==> config.mk <==
export PLATFORM = sky130hd
export DESIGN_NAME = if_fetch_stage
export DESIGN_NICKNAME = d
export VERILOG_FILES = /design/src/rtl/if_fetch_stage.sv
export SDC_FILE = /design/constraint.sdc
export NUM_CORES = 1
export LEC_CHECK = 0
export CAP_MARGIN = 25
export CELL_PAD_IN_SITES_DETAIL_PLACEMENT = 0
export CELL_PAD_IN_SITES_GLOBAL_PLACEMENT = 2
export CORE_MARGIN = 4
export CORE_UTILIZATION = 30
export CTS_CLUSTER_SIZE = 12
export DETAILED_ROUTE_END_ITERATION = 12
export HOLD_SLACK_MARGIN = 0.06
export PLACE_DENSITY = 0.83
export SKIP_LAST_GASP = 1
export SLEW_MARGIN = 30
export SYNTH_ARGS = -nofsm -noshare
export SYNTH_HDL_FRONTEND = slang
export SYNTH_SLANG_ARGS = --single-unit
==> constraint.sdc <==
create_clock -name clock -period 4.7 [get_ports clock]
set_input_delay 0.47 -clock clock [delete_from_list [all_inputs] [get_ports clock]]
set_output_delay 0.47 -clock clock [all_outputs]
set_load 0.02 [all_outputs]
==> src/rtl/if_fetch_stage.sv <==
// if_fetch_stage
//   Instruction-fetch stage of the LEGLite pipeline. Takes the PC from the PC
//   logic, issues word requests to instruction memory over a req/ack
//   handshake and loads returned instructions into the IF/ID register.
//   Handles decode back-pressure (id_stall) and branch flushes (flush).
//
// Ports
//   clock        rising-edge clock
//   reset        asynchronous, active-low reset
//   pc           address of next instruction to fetch (from PC logic)
//   pc_stall     1 = PC logic must hold pc at this edge (combinational)
//   imem_req     memory request (registered)
//   imem_addr    request address (registered, stable until ack)
//   imem_ack     imem_rdata valid; only honoured while imem_req=1
//   imem_rdata   instruction word from memory
//   id_stall     decode cannot accept a new IF/ID value
//   flush        taken branch resolved this cycle
//   if_id_instr  IF/ID instruction
//   if_id_pc     IF/ID address of if_id_instr
//   if_id_valid  IF/ID holds a real instruction
//
// States
//   state    | meaning
//   ---------+---------------------------------------------------------
//   IDLE     | out of reset, no request; takes the first pc
//   FETCH    | request outstanding at fetch_pc, waiting for ack
//   HOLD     | ack data parked in hold_instr while decode is stalled
//   REDIRECT | one idle cycle so pc settles on the branch target
module if_fetch_stage #(
  parameter int                 INSTR_W = 32,
  parameter int                 ADDR_W  = 16,
  parameter logic [INSTR_W-1:0] BUBBLE  = 32'hD503201F
) (
  input  logic               clock,
  input  logic               reset,
  input  logic [ADDR_W-1:0]  pc,
  output logic               pc_stall,
  output logic               imem_req,
  output logic [ADDR_W-1:0]  imem_addr,
  input  logic               imem_ack,
  input  logic [INSTR_W-1:0] imem_rdata,
  input  logic               id_stall,
  input  logic               flush,
  output logic [INSTR_W-1:0] if_id_instr,
  output logic [ADDR_W-1:0]  if_id_pc,
  output logic               if_id_valid
);

  localparam logic [1:0] S_IDLE     = 2'd0;
  localparam logic [1:0] S_FETCH    = 2'd1;
  localparam logic [1:0] S_HOLD     = 2'd2;
  localparam logic [1:0] S_REDIRECT = 2'd3;

  logic [1:0]         state, state_nxt;
  logic [ADDR_W-1:0]  fetch_pc;
  logic [INSTR_W-1:0] hold_instr;
  logic               discard, discard_nxt;
  logic               take;
  logic               load_hold;
  logic [INSTR_W-1:0] instr_nxt;
  logic [ADDR_W-1:0]  id_pc_nxt;
  logic               valid_nxt;

  always_comb begin
    state_nxt   = state;
    discard_nxt = discard;
    take        = 1'b0;
    load_hold   = 1'b0;
    instr_nxt   = if_id_instr;
    id_pc_nxt   = if_id_pc;
    valid_nxt   = if_id_valid;

    case (state)
      S_IDLE: begin
        if (flush) begin
          state_nxt = S_REDIRECT;
        end else begin
          take      = 1'b1;
          state_nxt = S_FETCH;
        end
      end

      S_FETCH: begin
        if (imem_ack) begin
          if (discard) begin
            // response to a request that was in flight at a flush
            discard_nxt = 1'b0;
            state_nxt   = S_REDIRECT;
          end else if (flush) begin
            state_nxt = S_REDIRECT;
          end else if (id_stall) begin
            load_hold = 1'b1;
            state_nxt = S_HOLD;
          end else begin
            instr_nxt = imem_rdata;
            id_pc_nxt = fetch_pc;
            valid_nxt = 1'b1;
            take      = 1'b1;
          end
        end else begin
          // the request cannot be withdrawn, so a flush only marks it stale
          if (flush) begin
            discard_nxt = 1'b1;
          end else if (!id_stall) begin
            instr_nxt = BUBBLE;
            valid_nxt = 1'b0;
          end
        end
      end

      S_HOLD: begin
        if (flush) begin
          state_nxt = S_REDIRECT;
        end else if (!id_stall) begin
          instr_nxt = hold_instr;
          id_pc_nxt = fetch_pc;
          valid_nxt = 1'b1;
          take      = 1'b1;
          state_nxt = S_FETCH;
        end
      end

      S_REDIRECT: begin
        if (!flush) begin
          take      = 1'b1;
          state_nxt = S_FETCH;
        end
      end

      default: state_nxt = S_IDLE;
    endcase

    if (flush) begin
      instr_nxt = BUBBLE;
      valid_nxt = 1'b0;
    end
  end

  // during a flush the PC logic must advance to load the branch target
  assign pc_stall  = ~(take | flush);
  assign imem_addr = fetch_pc;

  always_ff @(posedge clock or negedge reset) begin
    if (!reset) begin
      state       <= S_IDLE;
      fetch_pc    <= '0;
      hold_instr  <= BUBBLE;
      discard     <= 1'b0;
      imem_req    <= 1'b0;
      if_id_instr <= BUBBLE;
      if_id_pc    <= '0;
      if_id_valid <= 1'b0;
    end else begin
      state       <= state_nxt;
      discard     <= discard_nxt;
      imem_req    <= (state_nxt == S_FETCH);
      if_id_instr <= instr_nxt;
      if_id_pc    <= id_pc_nxt;
      if_id_valid <= valid_nxt;
      if (take) begin
        fetch_pc <= pc;
      end
      if (load_hold) begin
        hold_instr <= imem_rdata;
      end
    end
  end

endmodule

==> results.cfg, run 1 <==
[hold_path]
holdCritPathClass = input port to asynchronous set/reset pin

[yosys]
synthTopCellsByArea = dfrtp_1 (43%), dfstp_2 (15%), mux2_4 (10%), mux2_2 (8.7%), a221oi_1 (3.8%)
yosysMostFrequentCell = dfrtp_1
synthFlopType = dfrtp_1
syn-instance-count = 330
syn_area_sq_mm = 0.00441
seq_area_frac_synth_pct = 58.1
async_flop_share_pct = 100
synth_largest_area_cell = dfrtp_1
synth_commonest_cells = dfrtp_1 (75), nor2_1 (40), mux2_2 (34)
syn_avg_cell_area_sq_um = 13.4
synth_seq_cells = 101
ys_types = 34
synth_edf_count = 0
synth_top_area_share_pct = 42.6
synth_nets = 387
yosys_warnings = 0

[global_route]
grt_usage_pct = 14.0
grt_max_degree = 62
antenna_found_initial = 0
grt_pass1_wl_mm = 18.1
grt_pass1_vias = 3434
gr-total-overflow = 0

[clocking]
hold_buffers = 0
cts_made_buffers = 9
clock_latency_ps = 350
path_clk_slew_ps = 70
post_cts_buffers = 0
cts_root_buf = clkbuf_16
cts_resized = 0
cts_sinks = 101
cts_tree = done
htree_levels = 3
clk_path_buf_depth = 2

[run]
cap_violations = 0

[route]
drt_iter0_markers = 141
finalWirelength_mm = 11.1
drcViolationCount = 0
wl_met3_mm = 1.11
dr_wl_met2_mm = 5.07
maxUsedRoutingLayer = met4
wire_per_inst_um = 17.7
routed-via-count = 3066
first_pass_iters = 4
met1Wirelength_mm = 4.69
viasPerCell = 4.89
drtAntennaViolNets = 0

[sta]
slew_headroom_pct = 39.7
finalSetupViolCount = 0
finalMaxSlewViolations = 0
holdWs_ps = 100
min_period_ps = 3380
clock.fmax_mhz = 296
finalHoldViolCount = 0
fin_skew_ps = 6.51
tightestPinTransition_ps = 900
rsz0062_at_grt = no
finalCritPeriodShare_pct = 71.9
setup-tns-final_ps = 0

[critical_path]
crit_path_cell_trace = inv_1 -> ha_1 -> inv_1 -> o21ai_0 -> a21oi_2 -> buf_4 -> nor2b_1 -> clkdlybuf4s50_1
crit_arrival_ps = 2910
end_kind = primary output
worstPathRequired_ps = 4230
slowest_stage = clkdlybuf4s50_1
startpoint_type = register
cp.depth = 8
worstSetupPathType = register to primary output
crit_top_cell = inv_1
reg2reg_depth = 7
cp_top_family = buffers and inverters
path_buf_inv = 4
critical_path.max_stage_delay_ps = 620
cp_max_fo = 17

[die]
num_rows = 44
initial_core_util_pct = 30.5
dieArea_sq_mm = 0.0167
io_pins = 120
die_h_um = 129
die_w_um = 129
coreArea_sq_mm = 0.0145

[cells_and_area]
final_cells = 627
antenna_cells = 0
num-nets-final = 495
drive_gt1_share_pct = 26.4
syn_to_final_growth_pct = 35.8

[place]
port_buffers = 119
gp_congestion = 0.759
place_inst = 611
dpl.hpwl_mm = 7.28

[power_and_ir_drop]
p_leak_uw = 0.00256
fin_total_pwr_uw = 4110
peakVddDrop_mv = 0.380
p_per_area_mw_per_mm2 = 686

[outcome]
status = finished clean
-- cell families after synthesis --
group,count (synthesis),share of synthesized area (%)
flip-flops,101,58.1
AND/OR/NAND/NOR,76,7.80
multiplexers,64,18.9
AO/OA/AOI/OAI,55,9.76
buffers and inverters,30,4.34
adder cells (fa/ha/maj),4,1.14
-- state kept, by name (all words and copies together) (netlist names) --
name / count
if_id_instr: 32
imem_req: 1
state: 2
imem_addr: 16
hold_instr: 32
if_id_pc: 16
if_id_valid: 1
discard: 1
-- per-layer routing --
layer | GRT usage (%) | up-vias
li1 | - | 1414
met1 | 16.8 | 1530
met2 | 21.8 | 105
met3 | 6.97 | 17
met4 | 4.94 | 0
met5 | 0 | -
-- power breakdown --
| part | total, uW | leakage [uW] | switching [uW] | internal [uW] |
|---|---|---|---|---|
| registers | 1560 | 0.00120 | 243 | 1320 |
| clock network | 757 | 0.000150 | 330 | 427 |
| logic | 1790 | 0.00121 | 849 | 938 |
-- area by class of cell --
class                      count  area, sq um
inverter                       4         15.0
timing repair buffer         123         1210
sequential                   101         2560
clock inverter                 6         61.3
multi-input combinational    199         1670
clock buffer                  10          239
tap                          184          230
fill                        1355         8490
-- metrics by stage --
step	utilization (%)	instance area [sq um]	setup WS, ps
global placement	39.3	5690	1670
finish	41.3	5990	1320
detailed placement	39.3	5690	1670
floorplan	-	4410	2320
global route	41.3	5990	1080
CTS	41.3	5990	1290
-- placed cells by master, fill, tap and decap left out, types with 14 or more instances in the layout --
master	synthesis	layout
a211o_1	14	14
a221oi_1	19	19
clkdlybuf4s50_1	0	117
dfrtp_1	75	75
dfstp_2	26	26
mux2_2	34	34
mux2_4	30	30
nor2_1	40	40
nor3_1	20	19
o22ai_1	14	14
-- path summary, 6_finish.rpt --
path | start | end | slack, ps
setup / recovery | state[0] | pc_stall | 1320
hold / removal | reset | if_id_pc[3] | 100
setup reg to reg | state[0] | if_id_instr[21] | 2160
hold reg to reg | if_id_pc[15] | if_id_pc[15] | 510
max in group asynchronous | reset | if_id_instr[22] | 3390
min in group clock | if_id_pc[15] | if_id_pc[15] | 510
(Power assumes the default switching activity.)
==> inputs of run 2 (changes only) <==
--- a/config.mk
+++ b/config.mk
@@ -9,11 +9,11 @@
 export CELL_PAD_IN_SITES_DETAIL_PLACEMENT = 0
 export CELL_PAD_IN_SITES_GLOBAL_PLACEMENT = 2
 export CORE_MARGIN = 4
-export CORE_UTILIZATION = 30
+export CORE_UTILIZATION = 29
 export CTS_CLUSTER_SIZE = 12
 export DETAILED_ROUTE_END_ITERATION = 12
 export HOLD_SLACK_MARGIN = 0.06
-export PLACE_DENSITY = 0.83
+export PLACE_DENSITY = 0.84
 export SKIP_LAST_GASP = 1
 export SLEW_MARGIN = 30
 export SYNTH_ARGS = -nofsm -noshare
==> constraint.sdc (replaced) <==
create_clock -name clock -period 2.8 [get_ports clock]
set_input_delay 0.28 -clock clock [delete_from_list [all_inputs] [get_ports clock]]
set_output_delay 0.28 -clock clock [all_outputs]
set_load 0.02 [all_outputs]
==> run 2 against run 1 <==
Wire length decreased by 3.4%. Register-to-register slack got worse by 1600 ps. Final cell count increased by 1.1%. Clock skew decreased by 0.54 ps. Critical path depth decreased by 1. First-iteration DRC count decreased by 0.71%. Sequential power increased by 67%. Final area increased by 0.73%.
==> results.cfg, run 2 (same netlist as run 1, synthesis figures left out) <==
[die]
dieArea_sq_mm = 0.0172
coreArea_sq_mm = 0.0147
die_h_um = 131
initial_core_util_pct = 30.0
io_pins = 120
die_w_um = 131
num_rows = 44

[critical_path]
critical_path.max_stage_delay_ps = 570
reg2reg_depth = 5
worstSetupPathType = register to primary output
cp_top_family = buffers and inverters
crit_arrival_ps = 2320
worstPathRequired_ps = 2520
end_kind = primary output
slowest_stage = clkdlybuf4s50_1
cp.depth = 7
cp_max_fo = 10
startpoint_type = register
path_buf_inv = 2
crit_path_cell_trace = inv_1 -> ha_2 -> nand2_1 -> nor4_1 -> a21oi_2 -> nor2b_1 -> clkdlybuf4s50_1

[global_route]
gr-total-overflow = 0
grt_max_degree = 53
grt_pass1_vias = 3382
grt_pass1_wl_mm = 17.8
antenna_found_initial = 0
grt_usage_pct = 12.7

[run]
cap_violations = 0

[cells_and_area]
drive_gt1_share_pct = 27.1
final_util_pct = 41.0
top_regs = hold_instr x32, if_id_instr x32
mostFrequentLayoutCells = clkdlybuf4s50_1 (117), dfrtp_1 (75), nor2_1 (40), mux2_2 (34), mux2_4 (30)
antenna_cells = 0
final_common_cell = clkdlybuf4s50_1
num-nets-final = 502
syn_to_final_growth_pct = 36.7

[outcome]
status = finished clean

[clocking]
clk_path_buf_depth = 2
cts_root_buf = clkbuf_16
cts_made_buffers = 9
post_cts_buffers = 0
clock_latency_ps = 340
cts_tree = done
htree_levels = 3
path_clk_slew_ps = 70
cts_sinks = 101

[route]
finalWirelength_mm = 10.7
routed-via-count = 3060
drt_iter0_markers = 140
wire_per_inst_um = 16.9
drtAntennaViolNets = 0
first_pass_iters = 4
drcViolationCount = 0
viasPerCell = 4.83

[sta]
setup-tns-final_ps = 0
min_period_ps = 2600
finalHoldViolCount = 0
fin_skew_ps = 5.97
slew_headroom_pct = 43.8
tightestPinTransition_ps = 838
finalMaxSlewViolations = 0
finalSetupViolCount = 0
rsz0062_at_grt = no
finalCritPeriodShare_pct = 93.0
clock.fmax_mhz = 384

[hold_path]
holdCritPathClass = input port to register
hold_depth = 2

[power_and_ir_drop]
p_leak_uw = 0.00258
peakVddDrop_mv = 0.599
p_per_area_mw_per_mm2 = 1130

[place]
gp_congestion = 0.712
port_buffers = 119
dpl.hpwl_mm = 7.30
==> run 2: per-stage QoR <==
step,hold slack [ps],power [uW],instance area [sq um],worst slack (ps),std cells
final,396,6800,6030,196,634
after global routing,407,7240,6030,13.1,634
after CTS,385,6910,6030,116,634
after detailed placement,364,5680,5740,402,617
after global placement,350,5630,5740,427,617
after floorplan,-15.6,4410,4410,609,330
==> run 2: cell type report <==
class                           instances  area [sq um]
Clock buffer                           14           264
Clock inverter                          2          10.0
Fill cell                            1380          8670
Inverter                                4          15.0
Multi-Input combinational cell        199          1670
Sequential cell                       101          2560
Tap cell                              184           230
Timing Repair Buffer                  130          1280
==> run 2: per-layer routing <==
layer	vias to the layer above	global-route usage, %	share of wire, %
met5	-	0	0
met3	13	6.88	11
li1	1431	-	-
met1	1500	15.3	43
met4	0	3.56	0.95
met2	116	20.0	45
==> run 2: where the power goes <==
group	internal [uW]	total, uW	switching, uW
clock network	650	1160	514
registers	2220	2610	397
logic	1600	3030	1420
total	4470	6800	2330
==> run 2: timing repair <==
action                                 CTS  global route
resized for setup                        0             1
hold buffers                             1             0
setup endpoints to repair                0             1
endpoints found under the hold margin   39             0
==> run 2: worst register-to-register path, delay by kind of cell (launching register included) <==
kind,cells,cell delay [ps]
flip-flops,1,460
multiplexers,1,420
buffers and inverters,1,110
AND/OR/NAND/NOR,2,860
adder cells (fa/ha/maj),1,280
==> run 2: final timing paths <==
| path | from | to | slack (ps) |
|---|---|---|---|
| max | state[1] | pc_stall | 200 |
| min | flush | if_id_instr[31] | 400 |
| max reg2reg | state[1] | hold_instr[15] | 550 |
| min reg2reg | if_id_pc[8] | if_id_pc[8] | 500 |
| max in group asynchronous | reset | if_id_instr[31] | 1550 |
| min in group asynchronous | reset | if_id_pc[14] | 510 |
